<file path="src/rtl/cache_types.sv">
// Shared types for the cache-to-memory arbiter: FSM states, port ids, line width.
package cache_types;

    localparam int LINE_W = 256;

    typedef enum logic [1:0] {
        IDLE,
        GRANT_I,
        GRANT_D,
        RESP
    } arb_state_t;

    typedef enum logic {
        PORT_I,
        PORT_D
    } arb_port_t;

endpackage

</file>
<file path="src/rtl/arb_line_reg.sv">
// Line-wide register with load enable and async clear; holds a cache line
// between loads so the consumer always sees a stable value.
module arb_line_reg #(
    parameter int LINE_W = cache_types::LINE_W
) (
    input  logic              clk,
    input  logic              rst,
    input  logic              load,
    input  logic [LINE_W-1:0] din,
    output logic [LINE_W-1:0] dout
);

    logic [LINE_W-1:0] line_q;
    logic [LINE_W-1:0] line_d;

    // Next value: new line on load, otherwise hold
    always_comb begin
        line_d = line_q;
        if (load) begin
            line_d = din;
        end
    end

    // Line storage, cleared on reset
    always_ff @(posedge clk or posedge rst) begin
        if (rst) begin
            line_q <= '0;
        end else begin
            line_q <= line_d;
        end
    end

    assign dout = line_q;

endmodule

</file>
<file path="src/rtl/cache_arbiter.sv">
// Arbitrates I-cache and D-cache line requests onto a single memory port.
// One transaction at a time: IDLE picks a winner, GRANT_x holds the memory
// strobe until mem_resp, RESP pulses the client resp for one cycle.
module cache_arbiter
    import cache_types::*;
#(
    parameter int LINE_W     = cache_types::LINE_W,
    parameter int ADDR_W     = 32,
    parameter bit D_PRIORITY = 1'b0
) (
    input  logic              clk,
    input  logic              rst,
    input  logic              i_pmem_read,
    input  logic [ADDR_W-1:0] i_pmem_address,
    output logic [LINE_W-1:0] i_pmem_rdata,
    output logic              i_pmem_resp,
    input  logic              d_pmem_read,
    input  logic              d_pmem_write,
    input  logic [ADDR_W-1:0] d_pmem_address,
    input  logic [LINE_W-1:0] d_pmem_wdata,
    output logic [LINE_W-1:0] d_pmem_rdata,
    output logic              d_pmem_resp,
    output logic              mem_read,
    output logic              mem_write,
    output logic [ADDR_W-1:0] mem_address,
    output logic [LINE_W-1:0] mem_wdata,
    input  logic [LINE_W-1:0] mem_rdata,
    input  logic              mem_resp
);

    arb_state_t        state_q,       state_d;
    arb_port_t         last_grant_q,  last_grant_d;
    logic              mem_read_q,    mem_read_d;
    logic              mem_write_q,   mem_write_d;
    logic [ADDR_W-1:0] mem_address_q, mem_address_d;
    logic              i_resp_q,      i_resp_d;
    logic              d_resp_q,      d_resp_d;
    logic              wdata_load;
    logic              i_rdata_load;
    logic              d_rdata_load;
    logic              d_req;
    logic              pick_d;

    assign d_req = d_pmem_read | d_pmem_write;
    // D wins when it is alone, when it has fixed priority, or when I was served last
    assign pick_d = d_req & (~i_pmem_read | D_PRIORITY | (last_grant_q == PORT_I));

    // Next-state, grant selection and transaction latching
    always_comb begin
        state_d       = state_q;
        last_grant_d  = last_grant_q;
        mem_read_d    = mem_read_q;
        mem_write_d   = mem_write_q;
        mem_address_d = mem_address_q;
        i_resp_d      = 1'b0;
        d_resp_d      = 1'b0;
        wdata_load    = 1'b0;
        i_rdata_load  = 1'b0;
        d_rdata_load  = 1'b0;
        case (state_q)
            IDLE: begin
                if (pick_d) begin
                    // Write wins if the D-cache illegally raises both
                    state_d       = GRANT_D;
                    mem_write_d   = d_pmem_write;
                    mem_read_d    = ~d_pmem_write;
                    mem_address_d = d_pmem_address;
                    wdata_load    = 1'b1;
                end else if (i_pmem_read) begin
                    state_d       = GRANT_I;
                    mem_read_d    = 1'b1;
                    mem_write_d   = 1'b0;
                    mem_address_d = i_pmem_address;
                end
            end
            GRANT_I: begin
                if (mem_resp) begin
                    state_d      = RESP;
                    mem_read_d   = 1'b0;
                    mem_write_d  = 1'b0;
                    i_rdata_load = 1'b1;
                    i_resp_d     = 1'b1;
                    last_grant_d = PORT_I;
                end
            end
            GRANT_D: begin
                if (mem_resp) begin
                    state_d      = RESP;
                    mem_read_d   = 1'b0;
                    mem_write_d  = 1'b0;
                    // A writeback leaves the D-cache read line untouched
                    d_rdata_load = mem_read_q;
                    d_resp_d     = 1'b1;
                    last_grant_d = PORT_D;
                end
            end
            // The served cache still shows its request here, so requests are ignored
            RESP: begin
                state_d = IDLE;
            end
            default: begin
                state_d = IDLE;
            end
        endcase
    end

    // FSM and registered control outputs; reset drops the strobes immediately
    always_ff @(posedge clk or posedge rst) begin
        if (rst) begin
            state_q       <= IDLE;
            last_grant_q  <= PORT_I;
            mem_read_q    <= 1'b0;
            mem_write_q   <= 1'b0;
            mem_address_q <= '0;
            i_resp_q      <= 1'b0;
            d_resp_q      <= 1'b0;
        end else begin
            state_q       <= state_d;
            last_grant_q  <= last_grant_d;
            mem_read_q    <= mem_read_d;
            mem_write_q   <= mem_write_d;
            mem_address_q <= mem_address_d;
            i_resp_q      <= i_resp_d;
            d_resp_q      <= d_resp_d;
        end
    end

    arb_line_reg #(.LINE_W(LINE_W)) u_wdata_reg (
        .clk  (clk),
        .rst  (rst),
        .load (wdata_load),
        .din  (d_pmem_wdata),
        .dout (mem_wdata)
    );

    arb_line_reg #(.LINE_W(LINE_W)) u_i_rdata_reg (
        .clk  (clk),
        .rst  (rst),
        .load (i_rdata_load),
        .din  (mem_rdata),
        .dout (i_pmem_rdata)
    );

    arb_line_reg #(.LINE_W(LINE_W)) u_d_rdata_reg (
        .clk  (clk),
        .rst  (rst),
        .load (d_rdata_load),
        .din  (mem_rdata),
        .dout (d_pmem_rdata)
    );

    assign mem_read    = mem_read_q;
    assign mem_write   = mem_write_q;
    assign mem_address = mem_address_q;
    assign i_pmem_resp = i_resp_q;
    assign d_pmem_resp = d_resp_q;

    rd_wr_exclusive: assert property (@(posedge clk) disable iff (rst)
        !(d_pmem_read && d_pmem_write));

endmodule
</file>
<file path="config.mk">
export PLATFORM = sky130hd
export DESIGN_NAME = cache_arbiter
export DESIGN_NICKNAME = d
export VERILOG_FILES = /design/src/rtl/cache_types.sv /design/src/rtl/arb_line_reg.sv /design/src/rtl/cache_arbiter.sv
export SDC_FILE = /design/constraint.sdc
export NUM_CORES = 2
export LEC_CHECK = 0
export BUFFER_PORTS_ARGS = -buffer_cell sky130_fd_sc_hd__buf_2
export CORE_AREA = 2 2 537 539
export DETAILED_ROUTE_END_ITERATION = 10
export DIE_AREA = 0 0 539 541
export PLACE_DENSITY_LB_ADDON = 0.15
export SYNTH_ARGS = -nofsm -noshare
export SYNTH_HDL_FRONTEND = slang
export SYNTH_SLANG_ARGS = --single-unit
export TNS_END_PERCENT = 30
</file>
<file path="constraint.sdc">
create_clock -name clk -period 31.6 [get_ports clk]
set_input_delay 3.16 -clock clk [delete_from_list [all_inputs] [get_ports clk]]
set_output_delay 3.16 -clock clk [all_outputs]
set_load 0.02 [all_outputs]
</file>
==> After elaboration in Yosys (flattened, before gate mapping) <==
Cells that the tools add are included.
{ "classes": {"n_eq_ne": 7, "n_mux": 22, "bitwise_logic": 6, "reduce_logical": 9} }
{ "ops": {"columns": ["operator", "n"], "rows": [
  ["2-to-1 mux 32 bit", 2],
  ["2-to-1 mux 1 bit", 13],
  ["2-to-1 mux 2 bit", 3],
  ["one-hot mux 1 bit (2 select lines)", 3],
  ["one-hot mux 2 bit (3 select lines)", 1],
  ["AND reduction 3 bit", 2],
  ["nonzero test 2 bit", 3],
  ["equality test 2 bit, second input constant", 2],
  ["!= test 2 bit, second input constant", 2],
  ["AND reduction 2 bit", 2],
  ["!= test 3 bit, second input constant", 1],
  ["inverter 1 bit", 3],
  ["equality test 2 x 1 -> 1 bit, second input constant", 1],
  ["zero test 2 bit", 1],
  ["!= test 2 x 1 -> 1 bit, second input constant", 1],
  ["bitwise OR 1 bit", 2],
  ["OR reduction 2 bit", 1],
  ["bitwise AND 1 bit", 1]
]} }
{ "word_totals": {"regBits": 807, "inputBits": 582, "output_inout_bits": 804, "wordCells": 54} }

==> Longest topological paths before layout <==
{ "depth": {"word_depth": 5, "ltp_mapped": 7, "ltp_nobuf": 5} }

==> Modules after synthesis <==
Synthesis repeated with hierarchy kept, for this count alone.
{ "hier_totals": {"cells_unflattened": 1800, "area_unflattened_um2": 30701.9} }
{ "modules_own_cells": {"columns": ["module", "n_inst", "cells_each", "area_per_inst_um2"], "rows": [
  ["arb_line_reg", 3, 541, 9598.0],
  ["cache_arbiter", 1, 177, 1908.1]
]} }

==> Worst setup path before layout <==
No wires, ideal clock.
{ "synth_path": {"kind": "in2reg", "startpoint": "input mem_resp", "endpoint": "register u_d_rdata_reg.line_q[0] (netlist: u_d_rdata_reg.dout[0])", "setup_ns": 0.125, "arrival_time_ns": 4.166, "required_ns": 31.475, "path_slack_ns": 27.309, "cell_stages": 5, "cell_sequence": "and2_1 > nand2_1 > buf_2 > buf_2 > mux2_2"} }
{ "synth_via": {"elab_chain_len": 2} }
{ "synth_rtl": {"columns": ["item", "line_no", "source"], "rows": [
  ["from (decl)", "cache_arbiter.sv:28", "input logic mem_resp"],
  ["2-to-1 mux 1 bit", "cache_arbiter.sv:87", "if (mem_resp) begin"],
  ["2-to-1 mux 1 bit", "cache_arbiter.sv:60", "case (state_q)"],
  ["to (signal assigned)", "arb_line_reg.sv:29", "line_q <= line_d;"],
  ["to (decl)", "arb_line_reg.sv:13", "logic [LINE_W-1:0] line_q;"]
]} }
Every way passes these cells.
A chain may end at the register's enable or synchronous reset.

==> impl_metrics.tcl <==
set metrics [dict create \
    die_w_um 539 \
    min_period_ns 7.18 \
    ys_seq_area_share_pct 66.3 \
    drc 0 \
    yosys.area.top_type "dfrtp_1" \
    critPathKind "input port to asynchronous set/reset pin" \
    synth_top_area_share_pct 66.3 \
    p_total_mw 5.40 \
    grt_max_degree 142 \
    setup_viol_count_final 0 \
    post-place-ws_ns 23.26 \
    cp_max_fo 90 \
    cts-root-buf "clkbuf_16" \
    grt_overflow_total 0 \
    rows 197 \
    place.detailed.hpwl_um 143000 \
    avgSynthCellArea_um2 17.0 \
    ys_ff_latch 807 \
    antenna_found_initial 167 \
    ys_warn_count 0 \
    drv_cap 0 \
    synth-async-reset-ratio_pct 100 \
    synth_area_leaders "dfrtp_1, mux2_2, mux2_1" \
    routed_via_density 3.03 \
    cts_buffers 112 \
    status "finished clean" \
    ctsLongestPathBuffers 4 \
    io_buffers 1385 \
    wire_per_inst_um 24.5 \
    die_h_um 541 \
    fin_setup_tns_ns 0 \
    worstSetupStartpointType "input port" \
    r2r_cells 8 \
    power_density_nw_per_um2 118 \
    wl_um 175000 \
    syn_to_final_growth_pct 49.9 \
    synth.distinct_cells 29 \
    start_util_pct 10.6 \
    power_leakage_nw 21.6 \
    syn_nets 2382 \
    reg2reg_setup_slack_ns 27.20 \
    hold_path_class "register to register" \
    endpoint_kind "asynchronous set/reset pin" \
    dr.pass1.iters 4 \
    clock_sinks 807 \
    grt_pass1_wl_um 231000 \
    synth_edf_count 0 \
    holdWs_ns 0.473 \
    coreArea_um2 286000 \
    synth_top_family_by_area "multiplexers" \
    synth_compound_area_share_pct 0.826 \
    reg2reg_to "u_d_rdata_reg.dout[250]$_DFFE_PP0P_" \
    h-tree-depth 3 \
    yosys.area_share.simple_pct 0.530 \
    synthAdderAreaFrac_pct 0.164 \
    via_count 21667 \
    synth_xor_area_share_pct 0 \
    grt_setup_unrepaired "false" \
    io_pins 1386 \
    slew_violations 0 \
    clock.fmax_mhz 139 \
    setup_ws_ns 24.42 \
    worstMarginPinSlew_ns 1.08 \
    grt_pass1_vias 23228 \
    first_iter_violations 735 \
    synthFlopType "dfrtp_1" \
    die_area_um2 292000 \
    place_congestion 0.822 \
    min_period_over_period_pct 22.7 \
    clk_latency_ns 0.81 \
    cp.required_ns 32.37 \
    drt.antenna.violating_nets 0 \
    synth_mux_area_share_pct 30.1 \
    whs_endpoint "mem_address[14]$_DFFE_PP0P_" \
    hold_path_depth 2 \
    fin_skew_ns 0.0500 \
    hp-start "mem_address[14]$_DFFE_PP0P_" \
    cts_tree "built" \
    ir_worst_vdd_v 0.0000468 \
    post_cts_resized 0 \
    worstReg2RegStart "state_q[0]$_DFFE_PP0P_" \
    slew_headroom_pct 27.9 \
    grt_util_all_layers_pct 11.7 \
    cp.arrival_ns 7.95 \
    syn_inst 1796 \
    final_hold_viol_count 0 \
    cts_setup_buffers 0 \
    path_clk_slew_ns 0.05 \
    synthesis.area_um2 30500 \
    fin_nets 3816 \
    drive_above_1_share_pct 65.3 \
    postCtsHoldBufs 0 \
]
==> layer usage <==
metal | track usage (%) | part of all wire [%]
met5 | 0 | 0.44
met2 | 19.9 | 48
met3 | 7.36 | 14
met1 | 12.1 | 36
met4 | 2.27 | 1.9
==> metrics by stage <==
step | instances | cell area (um^2) | utilization (%)
6_report | 7146 | 45700 | 15.9
5_1_grt | 7095 | 45500 | 15.9
4_1_cts | 7092 | 45500 | 15.9
3_5_place_dp | 6897 | 41800 | 14.6
3_3_place_gp | 6897 | 41800 | 14.6
2_1_floorplan | 1796 | 30500 | -
==> placed cells by master, fill, tap and decap left out, types with 2 or more instances in the layout <==
cell / n
clkinvlp_4: 3
clkbuf_1: 24
dfrtp_1: 807
buf_4: 28
mux2_2: 529
ha_1: 4
mux2i_1: 35
nor3_1: 2
clkbuf_16: 112
inv_1: 4
buf_2: 1385
bufinv_16: 12
clkinv_2: 16
mux2_1: 200
diode_2: 54
o21ai_0: 32
clkinv_8: 2
mux2_4: 40
clkinv_4: 2
clkbuf_8: 22
nand2_1: 32
nand2_4: 2
==> flip-flops by register name, summed over array words and instances, names as in the netlist <==
signal	count
i_pmem_resp	1
u_d_rdata_reg.dout	256
mem_read	1
mem_write	1
d_pmem_resp	1
u_i_rdata_reg.dout	256
state_q	2
mem_address	32
last_grant_q	1
u_wdata_reg.dout	256
==> power by group <==
part           internal [mW]  switching, mW
Clock                  0.797          0.522
Sequential              1.54          0.260
Combinational          0.824           1.46
Total                   3.16           2.24
==> worst max-delay path: stages <==
cell and delay (ns):
buf_2 0.13, inv_8 0.47, buf_4 0.57, buf_4 0.46
buf_4 0.75, buf_4 0.58, buf_4 0.69, buf_4 0.82
==> area by class of cell <==
cell class | instances | area, um^2
clock buffers | 158 | 3200
diodes | 54 | 135
multi-input cells | 890 | 9680
inverters | 5 | 26.3
clock inverters | 37 | 552
fillers | 31997 | 241000
well taps | 3781 | 4730
repair buffers | 1414 | 7160
flip-flops and latches | 807 | 20200
==> synthesized netlist by cell type (2+ instances only) <==
cell / count
buf_1: 2
buf_2: 60
buf_6: 26
clkbuf_1: 5
dfrtp_1: 807
ha_1: 4
inv_1: 5
mux2_1: 200
mux2_2: 529
mux2_4: 40
mux2i_1: 35
nand2_1: 34
nor3_1: 2
o21ai_0: 32
==> cells by family after synthesis <==
kind of cell / Yosys count
DFF: 807
muxes: 804
buffers and inverters: 99
AOI/OAI and AO/OA: 42
and+or+nand+nor: 40
adders and majority gates: 4
==> worst max-delay path by stage <==
stage,start,to,slack [ns],cells after the start
global route,rst,u_i_rdata_reg.dout[46]$_DFFE_PP0P_,23.57,8
floorplan,rst,d_pmem_resp$_DFF_PP0_,5.78,1
CTS,rst,u_i_rdata_reg.dout[41]$_DFFE_PP0P_,24.19,8
finish,rst,u_i_rdata_reg.dout[46]$_DFFE_PP0P_,24.42,8
global placement,rst,u_i_rdata_reg.dout[41]$_DFFE_PP0P_,23.24,8
detailed placement,rst,u_i_rdata_reg.dout[41]$_DFFE_PP0P_,23.26,8
No activity file was read; power rests on OpenSTA's default activity.
